$ cat config.mk
export PLATFORM = sky130hd
export DESIGN_NAME = opc6_busctl
export DESIGN_NICKNAME = d
export VERILOG_FILES = /design/src/rtl/opc6_busctl.sv
export SDC_FILE = /design/constraint.sdc
export NUM_CORES = 1
export LEC_CHECK = 0
export CORE_ASPECT_RATIO = 1.5
export CORE_MARGIN = 5
export CORE_UTILIZATION = 39
export CTS_CLUSTER_DIAMETER = 120
export CTS_CLUSTER_SIZE = 12
export DETAILED_ROUTE_END_ITERATION = 6
export GPL_ROUTABILITY_DRIVEN = 0
export GPL_TIMING_DRIVEN = 0
export PLACE_DENSITY = 0.8
export SYNTH_ARGS = -nofsm -noshare
export SYNTH_HDL_FRONTEND = slang
export SYNTH_SLANG_ARGS = --single-unit
$ cat constraint.sdc
create_clock -name clk -period 2.3 [get_ports clk]
set_clock_uncertainty 0.05 [all_clocks]
set_input_delay 0.23 -clock clk [delete_from_list [all_inputs] [get_ports clk]]
set_output_delay 0.23 -clock clk [all_outputs]
set_load 0.01 [all_outputs]
$ cat src/rtl/opc6_busctl.sv
// opc6_busctl: arbitrates the shared OPC6 memory/IO bus between the CPU and a DMA requester,
// inserting per-space wait states and generating the CPU clock-enable stall.
module opc6_busctl #(
    parameter int MEM_WAIT = 1,
    parameter int IO_WAIT  = 2
) (
    input  logic        clk,
    input  logic        reset_b,
    input  logic [15:0] cpu_addr,
    input  logic [15:0] cpu_dout,
    input  logic        cpu_rnw,
    input  logic        cpu_vpa,
    input  logic        cpu_vda,
    input  logic        cpu_vio,
    output logic [15:0] cpu_din,
    output logic        cpu_clken,
    input  logic        dma_req,
    input  logic [15:0] dma_addr,
    input  logic        dma_rnw,
    input  logic [15:0] dma_wdata,
    output logic        dma_ack,
    output logic [15:0] dma_rdata,
    output logic [15:0] bus_addr,
    output logic [15:0] bus_wdata,
    input  logic [15:0] bus_rdata,
    output logic        mem_cs_b,
    output logic        io_cs_b,
    output logic        bus_we_b,
    output logic        bus_oe_b
);
    localparam logic [1:0] IDLE    = 2'd0;
    localparam logic [1:0] CPU_ACC = 2'd1;
    localparam logic [1:0] DMA_ACC = 2'd2;
    localparam logic [3:0] MW = 4'(MEM_WAIT);
    localparam logic [3:0] IW = 4'(IO_WAIT);

    logic [1:0]  state_q, state_d;
    logic [3:0]  cnt_q, cnt_d;
    logic        last_dma_q, last_dma_d;
    logic [15:0] addr_q, addr_d, wdata_q, wdata_d, rdata_q, rdata_d;
    logic        rnw_q, rnw_d, io_q, io_d, ack_q;
    logic        cpu_req, cpu_win, acc, done;

    assign cpu_req = cpu_vpa | cpu_vda | cpu_vio;
    // Alternating priority: DMA wins a tie unless it owned the previous access
    assign cpu_win = cpu_req && !(dma_req && !last_dma_q);
    assign acc     = state_q != IDLE;
    assign done    = acc && cnt_q == 4'd0;

    always_comb begin
        state_d    = state_q;
        cnt_d      = cnt_q;
        last_dma_d = last_dma_q;
        addr_d     = addr_q;
        wdata_d    = wdata_q;
        rnw_d      = rnw_q;
        io_d       = io_q;
        rdata_d    = rdata_q;
        if (!acc) begin
            if (cpu_win) begin
                state_d = CPU_ACC;
                cnt_d   = cpu_vio ? IW : MW;
                addr_d  = cpu_addr;
                wdata_d = cpu_dout;
                rnw_d   = cpu_rnw;
                io_d    = cpu_vio;
            end else if (dma_req) begin
                state_d = DMA_ACC;
                cnt_d   = MW;
                addr_d  = dma_addr;
                wdata_d = dma_wdata;
                rnw_d   = dma_rnw;
                io_d    = 1'b0;
            end
        end else if (done) begin
            state_d    = IDLE;
            last_dma_d = state_q == DMA_ACC;
            rdata_d    = (state_q == DMA_ACC && rnw_q) ? bus_rdata : rdata_q;
        end else begin
            cnt_d = cnt_q - 4'd1;
        end
    end

    always_ff @(posedge clk or negedge reset_b) begin
        if (!reset_b) begin
            state_q    <= IDLE;
            cnt_q      <= 4'd0;
            last_dma_q <= 1'b0;
            addr_q     <= 16'h0;
            wdata_q    <= 16'h0;
            rnw_q      <= 1'b1;
            io_q       <= 1'b0;
            rdata_q    <= 16'h0;
            ack_q      <= 1'b0;
        end else begin
            state_q    <= state_d;
            cnt_q      <= cnt_d;
            last_dma_q <= last_dma_d;
            addr_q     <= addr_d;
            wdata_q    <= wdata_d;
            rnw_q      <= rnw_d;
            io_q       <= io_d;
            rdata_q    <= rdata_d;
            ack_q      <= done && state_q == DMA_ACC;
        end
    end

    assign bus_addr  = addr_q;
    assign bus_wdata = wdata_q;
    assign mem_cs_b  = !(acc && !io_q);
    assign io_cs_b   = !(acc && io_q);
    assign bus_oe_b  = !(acc && rnw_q);
    assign bus_we_b  = !(acc && !rnw_q);
    assign cpu_clken = !cpu_req || (state_q == CPU_ACC && cnt_q == 4'd0);
    assign cpu_din   = bus_rdata;
    assign dma_ack   = ack_q;
    assign dma_rdata = rdata_q;
endmodule
After elaboration in Yosys (flattened, before gate mapping). Cells that the tools add are included.

$add $sub $neg: 1. Eq/ne operators: 4. Mux-type cells: 17. Bitwise operators: 3. Reductions and logical operators: 29.

Operators with widths (number): 2-to-1 mux 16 bit (4); 2-to-1 mux 4 bit (4); logical AND 1 bit (10); 2-to-1 mux 2 bit (5); logical NOT 1 bit (9); AND reduction 2 bit (4); logical NOT 4 bit (1); 2-to-1 mux 1 bit (4); nonzero test 2 bit (2); subtractor 4 x 1 -> 4 bit (second input constant) (1); AND reduction 3 bit (1); nonzero test 3 bit (1); == test 2 x 1 -> 1 bit (second input constant) (1); == test 2 bit (second input constant) (1); != test 2 x 1 -> 1 bit (second input constant) (1); != test 2 bit (second input constant) (1); OR 1 bit (2); logical OR 1 bit (1); inverter 1 bit (1).

Bits in registers: 58. Output and inout port bits: 70.

Longest topological paths before layout. Gate-level depths: netlist of the first run.

Depth after elaboration: 6. Gate-level depth with buffers: 7. Mapped depth without buffers: 5.

Least setup slack after synthesis of the first run. OpenSTA, ideal clock, no wires.

Path kind: reg-to-reg. Start point: reg cnt_q[0]. End point: reg rdata_q[15], in the netlist dma_rdata[15]. Data arrival time: 1.605 ns. Required time: 2.125 ns. Setup slack: 0.520 ns. Cell stages (with the launch flop): 8. Cell sequence: dfrtp_1 > inv_1 > ha_1 > nor3b_1 > and4_1 > buf_4 > buf_6 > mux2_2.

Word-level cells in the longest chain between the ends: 3.

RTL lines: from (decl) (RTL line 38) `logic [3:0] cnt_q, cnt_d;`; from (signal assigned) (RTL line 97) `cnt_q <= cnt_d;`; logical NOT 4 bit (RTL line 48) `assign done = acc && cnt_q == 4'd0;`; logical AND 1 bit (RTL line 48); AND reduction 3 bit (no line); to (signal assigned) (RTL line 103) `rdata_q <= rdata_d;`; to (decl) (RTL line 40) `logic [15:0] addr_q, addr_d, wdata_q, wdata_d, rdata_q, rdata_d;`.

No other way between the ends. A chain may end at the register's enable or synchronous reset.

Worst setup path in the final report of the first run.
Start point: reg cnt_q[0]. End point: out cpu_clken.

Word-level cells in the longest chain between the ends: 3.

RTL lines: logical NOT 4 bit (RTL line 114) `assign cpu_clken = !cpu_req || (state_q == CPU_ACC && cnt_q == 4'd0);`; logical AND 1 bit (RTL line 114); logical OR 1 bit (RTL line 114); to (decl) (RTL line 16) `output logic cpu_clken,`.

No other way between the ends.

==> run metrics, run 1 <==
library cells used by synthesis=35; reg2reg end=dma_rdata[9]; Overall Power=roughly 0.0058 W; drt pass-1 iters=4; #FFs+latches synth=58; vias=~3000; die area=9330 sq um; Syn. warnings=0; hpwl dp=6980 microns; area delta synth->final=66.7%; worst hold-check path type=in -> async; first-pass GRT wire length=14600 microns; Remaining DRCs=0; Root Buffer=clkbuf_8; area of the mapped netlist=2910 sq um; P_leak=1.98 nW; worst slew pin tran=663 ps; Nets=approximately 550; cts bufs inserted=9; RR Startpoint=cnt_q[0]; final hold violations=0; row count=38; # fillers=604; GR Overflow Total=0; final wirelength=9340 microns; crit-path max FO=10; Worst slew margin=55.5%; area of the multi-input gates=1160 sq um; Syn Nets=between 300 and 400; CP peak stage delay=roughly 430 ps; vias in the first global route=3005; worst setup path category=reg -> out; final cell count without fillers=570; WHS=418 ps; Core Region=7270 sq um; CTS tree=done; Power Density=1190 nW/um^2; PortBufs=157; RSZ-0062 raised after global routing=false; global-route usage over all layers=20.0%; max cap viols=0; status=complete, no violations; Worst IR Drop VDD=612 uV; CP endpoint kind=output port; First DRT Iteration DRCs=143; I/O pins=approximately 160; CP max-delay cell=dfrtp_1; layout cells sized above 1=14.7%; Register Area=1450 sq um; htree depth=3; Clock Pin Slew Worst Setup and Hold Paths=70 ps; Critical Path, Cell by Cell=inv_1 > ha_1 > nor3b_2 > clkbuf_4 > nand2_1 > o21ai_0 > clkbuf_2; Final Max Tran Viols=0; Layout Utilization=66.7%; # setup viols final=0; R2R Setup Slk=380 ps; placed insts=554; clk buf depth=2; largest net degree at the start of global routing=35; Initial Util=40.0%; initial antenna violation count=0; antenna cells=0; Post-DRT Antenna Nets=0; Mapped Cells=296; vias per cell=5.20; Worst Reg-to-Reg Cells=7; die span in y=116 microns; maximum clock rate=0.476 GHz; Die X=between 80 and 90 microns; CP Data Required Time=between 2000 and 2500 ps; drt wl/cell=16.4 microns; WP data arrival=~1800 ps; fin crit period=2100 ps; proportion of synthesized chip area in sequential cells=~50%; Sink Count=58; clock latency on the worst-skew pair=roughly 320 ps; syn_area_per_cell=9.83 sq um; Tcrit/Tclk final=91.3%; CP Launch Type=flop
## worst max-delay path by stage
stage / startpoint / to / slack [ps] / depth (start not counted)
after floorplan: cnt_q[0] / dma_rdata[15] / 520 / 7
after global placement: reset_b / bus_wdata[13] / -960 / 1
after detailed placement: cpu_vio / cpu_clken / -260 / 6
after CTS: cnt_q[0] / cpu_clken / 40 / 7
after global routing: cnt_q[0] / cpu_clken / 10 / 7
final: cnt_q[0] / cpu_clken / 200 / 7
## per-layer routing
layer | track usage (%) | vias to the layer above | wire (microns) | share of wire, %
met5 | 0 | - | 0 | 0
met4 | 4.51 | 0 | 73 | 0.78
met3 | 5.44 | 8 | 753 | 8.1
met2 | 36.4 | 123 | 4950 | 53
met1 | 23.3 | 1424 | 3560 | 38
li1 | - | 1407 | - | -
## power breakdown
group	leakage [nW]	switching (W)	internal [W]
sequential	0.682	0.000317	0.00154
clock	0.109	0.000408	0.000636
combinational	1.19	0.00129	0.00156
## synth_stat cells
cell type | number | area share [%]
o221a_2 | 1 | 0.39
ha_1 | 1 | 0.43
nor2_1 | 2 | 0.26
o32ai_1 | 1 | 0.30
dfrtp_1 | 57 | 49
buf_2 | 8 | 1.4
a22o_1 | 2 | 0.60
and3_1 | 1 | 0.22
nor4_1 | 2 | 0.43
nand2b_1 | 2 | 0.43
or4_1 | 1 | 0.26
nor3_1 | 1 | 0.17
nor2_2 | 1 | 0.22
nor2b_1 | 1 | 0.22
a21oi_2 | 5 | 1.5
and4_1 | 1 | 0.30
buf_4 | 17 | 4.4
nand2_1 | 6 | 0.77
or3_1 | 1 | 0.22
mux2_1 | 5 | 1.9
buf_6 | 5 | 1.9
dfstp_2 | 1 | 0.90
o21ai_0 | 37 | 6.4
a21oi_1 | 30 | 5.2
inv_1 | 5 | 0.64
clkbuf_1 | 15 | 1.9
or2_0 | 1 | 0.22
nor3b_1 | 2 | 0.52
a2bb2oi_1 | 1 | 0.30
mux2_2 | 11 | 4.3
a31oi_1 | 33 | 7.1
mux2i_1 | 2 | 0.69
o2bb2ai_1 | 1 | 0.30
o22ai_1 | 2 | 0.43
nand3_1 | 34 | 5.8
## sequential cells by signal (all words and copies together), names as in the netlist
| signal | flops |
|---|---|
| rnw_q | 1 |
| state_q | 2 |
| bus_wdata | 16 |
| io_q | 1 |
| dma_ack | 1 |
| dma_rdata | 16 |
| last_dma_q | 1 |
| bus_addr | 16 |
| cnt_q | 4 |
## worst max-delay path, delay by kind of cell, from the launching register on
kind / cells / cell delay (ps)
simple gates: 2 / 260
buf+inv: 3 / 460
flops: 1 / 430
compound gates: 1 / 160
fa+ha+maj: 1 / 180
## layout make-up
type / count / share of cell area [%]
well taps: 100 / 2.58
clock inverters: 5 / 1.60
plain buffers: 44 / 5.78
repair buffers: 159 / 32.8
multi-input cells: 188 / 24.0
clock buffers: 11 / 2.91
inverters: 5 / 0.387
flip-flops and latches: 58 / 29.9
## placed cells by master, fill, tap and decap left out, drive strengths merged, types with 2 or more instances in the layout
cell / count
a21oi: 35
a22o: 2
o22ai: 2
mux2i: 2
a31oi: 33
mux2: 16
nor4: 2
o21ai: 37
nor2: 3
inv: 5
nand2b: 2
clkdlybuf4s50: 155
nand2: 6
nor3b: 2
buf: 32
clkbuf: 26
clkinv: 2
nand3: 34
dfrtp: 57
bufinv: 2
## repair_timing
action,in CTS,in global routing
hold buffers,1,0
setup endpoints to repair,1,1
hold endpoints to repair,23,0
gates resized for setup,4,3
setup buffers,0,0
## cell families (layout without fill, tap and decap cells)
group           Yosys count  after routing  synth area share, %
mux                      18             18                 6.88
flops                    58             58                 49.9
buf+inv                  50            224                 10.3
compound gates          113            113                 22.4
fa+ha+maj                 1              1                0.430
simple gates             56             56                 10.1
## stage by stage
| stage | cell area [sq um] | setup WS (ps) | setup TNS (ps) |
|---|---|---|---|
| after floorplan | 2910 | 520 | 0 |
| after global placement | 4610 | -957 | -54870 |
| after detailed placement | 4620 | -256 | -256 |
| after CTS | 4850 | 38.9 | 0 |
| after global routing | 4850 | 12.6 | 0 |
| final | 4850 | 200 | 0 |
(Power assumes the default switching activity.)
==> inputs of run 2 (changes only) <==
CTS_CLUSTER_SIZE = not set   (was 12)
==> results of run 2 <==
The final DEF is identical to that of run 1; final timing and power are the same.
==> inputs of run 3 (changes only) <==
ABC_AREA = 1   (was not set)
CORE_UTILIZATION = 41   (was 39)
PLACE_DENSITY = 0.81   (was 0.8)
==> run 3 against run 2 <==
Effect of this change: synthesized cell count up 36%; register-to-register slack better by 310 ps; critical path depth down 3; routed wire length up 5.6%; largest cell class unchanged; sequential share of layout area down 1.9 points; utilization up 1.4 points; critical path type unchanged; critical endpoint is now bus_oe_b; hold slack worse by 25 ps.
==> run metrics, run 3 <==
status=complete, no violations; most numerous cell in the Yosys netlist=nand2_1; RSZ-0062 raised after global routing=false; final wirelength=9860 microns (+5.6%); most frequent cells after synthesis=nand2_1 (137), inv_1 (59), dfrtp_1 (57), nand3_1 (38), nand3b_1 (33); Top delay family on crit path=buffers and inverters; drt wl/cell=14.5 microns (-11%); CP max-delay cell=clkdlybuf4s50_1; clk buf depth=2 (unchanged); PortBufs=157 (unchanged); die area=9670 sq um (+3.6%); R2R Setup Slk=690 ps (+310 ps); Syn. warnings=0 (unchanged); Syn Nets=492 (+28%); Worst Reg-to-Reg Cells=8 (+1); post-CTS setup buffers=0 (unchanged); commonest non-fill, non-tap cells in the layout=clkdlybuf4s50_1 (155), nand2_1 (137), inv_1 (59); # fillers=660 (+9.3%); WHS=392 ps (-25.2 ps); drt pass-1 iters=4 (unchanged); CP endpoint kind=output port; Critical Path, Cell by Cell=nor2_4 > inv_1 > nand2_1 > clkdlybuf4s50_1; row count=39 (+2.6%); htree depth=3 (unchanged); CP Capture Point=bus_oe_b; die span in y=118 microns (+1.8%); CP Launch Type=flop; WP data arrival=1730 ps (-90 ps); Tcrit/Tclk final=87.5% (-3.8 points); stages on the worst setup path=4 (-3); worst slew pin tran=596 ps (-66.8 ps); Remaining DRCs=0 (unchanged); CP peak stage delay=540 ps (+110 ps); Sink Count=58 (unchanged); Top FF cell, synth=dfrtp_1; vias in the first global route=3370 (+12%); Worst slew margin=60.3% (+4.8 points); final hold violations=0 (unchanged); Overall Power=0.00612 W (+6.3%); reg2reg end=dma_rdata[15]; RR Startpoint=cnt_q[0]; Nets=662 (+19%); CTS tree=done; Clock Pin Slew Worst Setup and Hold Paths=50 ps (-20 ps); number of synthesized flops with an enable pin=0 (unchanged); First DRT Iteration DRCs=160 (+12%); worst setup path category=reg -> out; vias per cell=4.74 (-8.8%); proportion of synthesized chip area in sequential cells=45.6% (-4.3 points); maximum clock rate=0.497 GHz (+4.3%); post-synth top area share=44.8% (-4.2 points); # setup viols final=0 (unchanged); Non-Filler Cell Area, Final=5180 sq um (+6.8%); Worst IR Drop VDD=643 uV (+5.0%); layout cells sized above 1=13.9% (-0.82 points); Post-DRT Antenna Nets=0 (unchanged); library cells used by synthesis=23 (-34%); Final Max Tran Viols=0 (unchanged); CP Data Required Time=2020 ps (about the same); worst hold-check path type=in -> async; Area after DPL=4900 sq um (+6.0%); antenna cells=0 (unchanged); dominant cells by area after synthesis=dfrtp_1 (45%), nand2_1 (16%), nand3b_1 (7.8%); hpwl dp=7630 microns (+9.3%); max cap viols=0 (unchanged); syn_area_per_cell=7.90 sq um (-20%); buffer and inverter count on the worst path=2 (-1); area of the mapped netlist=3180 sq um (+9.4%); Critical Path Start=state_q[0]; P_leak=2.61 nW (+32%); area delta synth->final=62.8%; fin crit period=2010 ps (-86.8 ps); cts bufs inserted=9 (unchanged); crit-path max FO=7 (-3); Initial Util=41.8% (+1.8 points); clock latency on the worst-skew pair=320 ps (about the same); Mapped Cells=403 (+36%); I/O pins=158 (unchanged); Core Region=7610 sq um (+4.6%); Power Density=1180 nW/um^2 (-0.53%); Root Buffer=clkbuf_16; vias=3218 (+8.6%); cell accounting for the most synthesized area=dfrtp_1; Die X=82.0 microns (+1.8%); initial antenna violation count=0 (unchanged); first-pass GRT wire length=16000 microns (+9.7%); largest net degree at the start of global routing=35 (unchanged); asr flop ratio synth=100% (unchanged); global-route usage over all layers=21.3% (+1.3 points); #FFs+latches synth=58 (unchanged); GR Overflow Total=0 (unchanged); most common cell after layout, fill and taps aside=clkdlybuf4s50_1
==> run 3: cell type report <==
cell class | instances | area [sq um] | area share (%)
repair buffers | 159 | 1600 | 30.9
well taps | 102 | 128 | 2.46
plain buffers | 35 | 264 | 5.09
inverters | 63 | 236 | 4.56
flip-flops and latches | 58 | 1450 | 28.0
clock buffers | 12 | 256 | 4.95
clock inverters | 3 | 15.0 | 0.290
multi-input cells | 247 | 1230 | 23.8
==> run 3: worst register-to-register path, delay by kind of cell, from the launching register on <==
family                   cells  cell delay (ps)
AO/OA/AOI/OAI                1               50
adder cells (fa/ha/maj)      1              230
buffers and inverters        3              420
flip-flops                   1              370
AND/OR/NAND/NOR              3              370
==> run 3: through the flow <==
step / utilization (%) / setup slack [ps] / cells / setup TNS (ps)
floorplan: - / 925 / 403 / 0
global placement: 64.2 / -951 / 662 / -54270
detailed placement: 64.3 / 151 / 663 / 0
CTS: 68.0 / 24.4 / 679 / 0
global route: 68.1 / 179 / 679 / 0
finish: 68.1 / 287 / 679 / 0
==> run 3: kinds of logic (layout without fill, tap and decap cells) <==
kind of cell | count (synthesis) | after routing | synth area share [%]
buffers and inverters | 98 | 272 | 15.7
AND/OR/NAND/NOR | 221 | 221 | 32.7
flip-flops | 58 | 58 | 45.6
adder cells (fa/ha/maj) | 1 | 1 | 0.393
AO/OA/AOI/OAI | 25 | 25 | 5.58
==> run 3: metal layers <==
metal,track usage (%),share of wire [%],up-vias,routed length (microns)
li1,-,-,1570,-
met1,21.7,37,1491,3640
met2,36.8,51,132,5060
met3,7.12,8.2,25,806
met4,11.6,3.6,0,356
met5,0,0,-,0
==> run 3: what timing repair did <==
action                                  CTS  global route
gates resized for setup                   0             1
hold buffers                              1             0
endpoints found under the setup margin    0             1
endpoints found under the hold margin    23             0
==> run 3: worst min path at each step <==
stage,startpoint,slack (ps),cells after the start,endpoint
floorplan,reset_b,-120,0,bus_addr[0]
global placement,bus_addr[9],410,2,bus_addr[9]
detailed placement,reset_b,220,1,cnt_q[2]
CTS,reset_b,400,2,cnt_q[2]
global route,bus_rdata[8],440,3,dma_rdata[8]
finish,reset_b,390,2,cnt_q[2]
==> run 3: power by group <==
part | leakage, nW | switching (W) | total (W) | internal [W]
combinational | 1.79 | 0.00152 | 0.00308 | 0.00156
clock | 0.138 | 0.000434 | 0.00121 | 0.000774
sequential | 0.687 | 0.000283 | 0.00183 | 0.00154
total | 2.61 | 0.00224 | 0.00612 | 0.00388
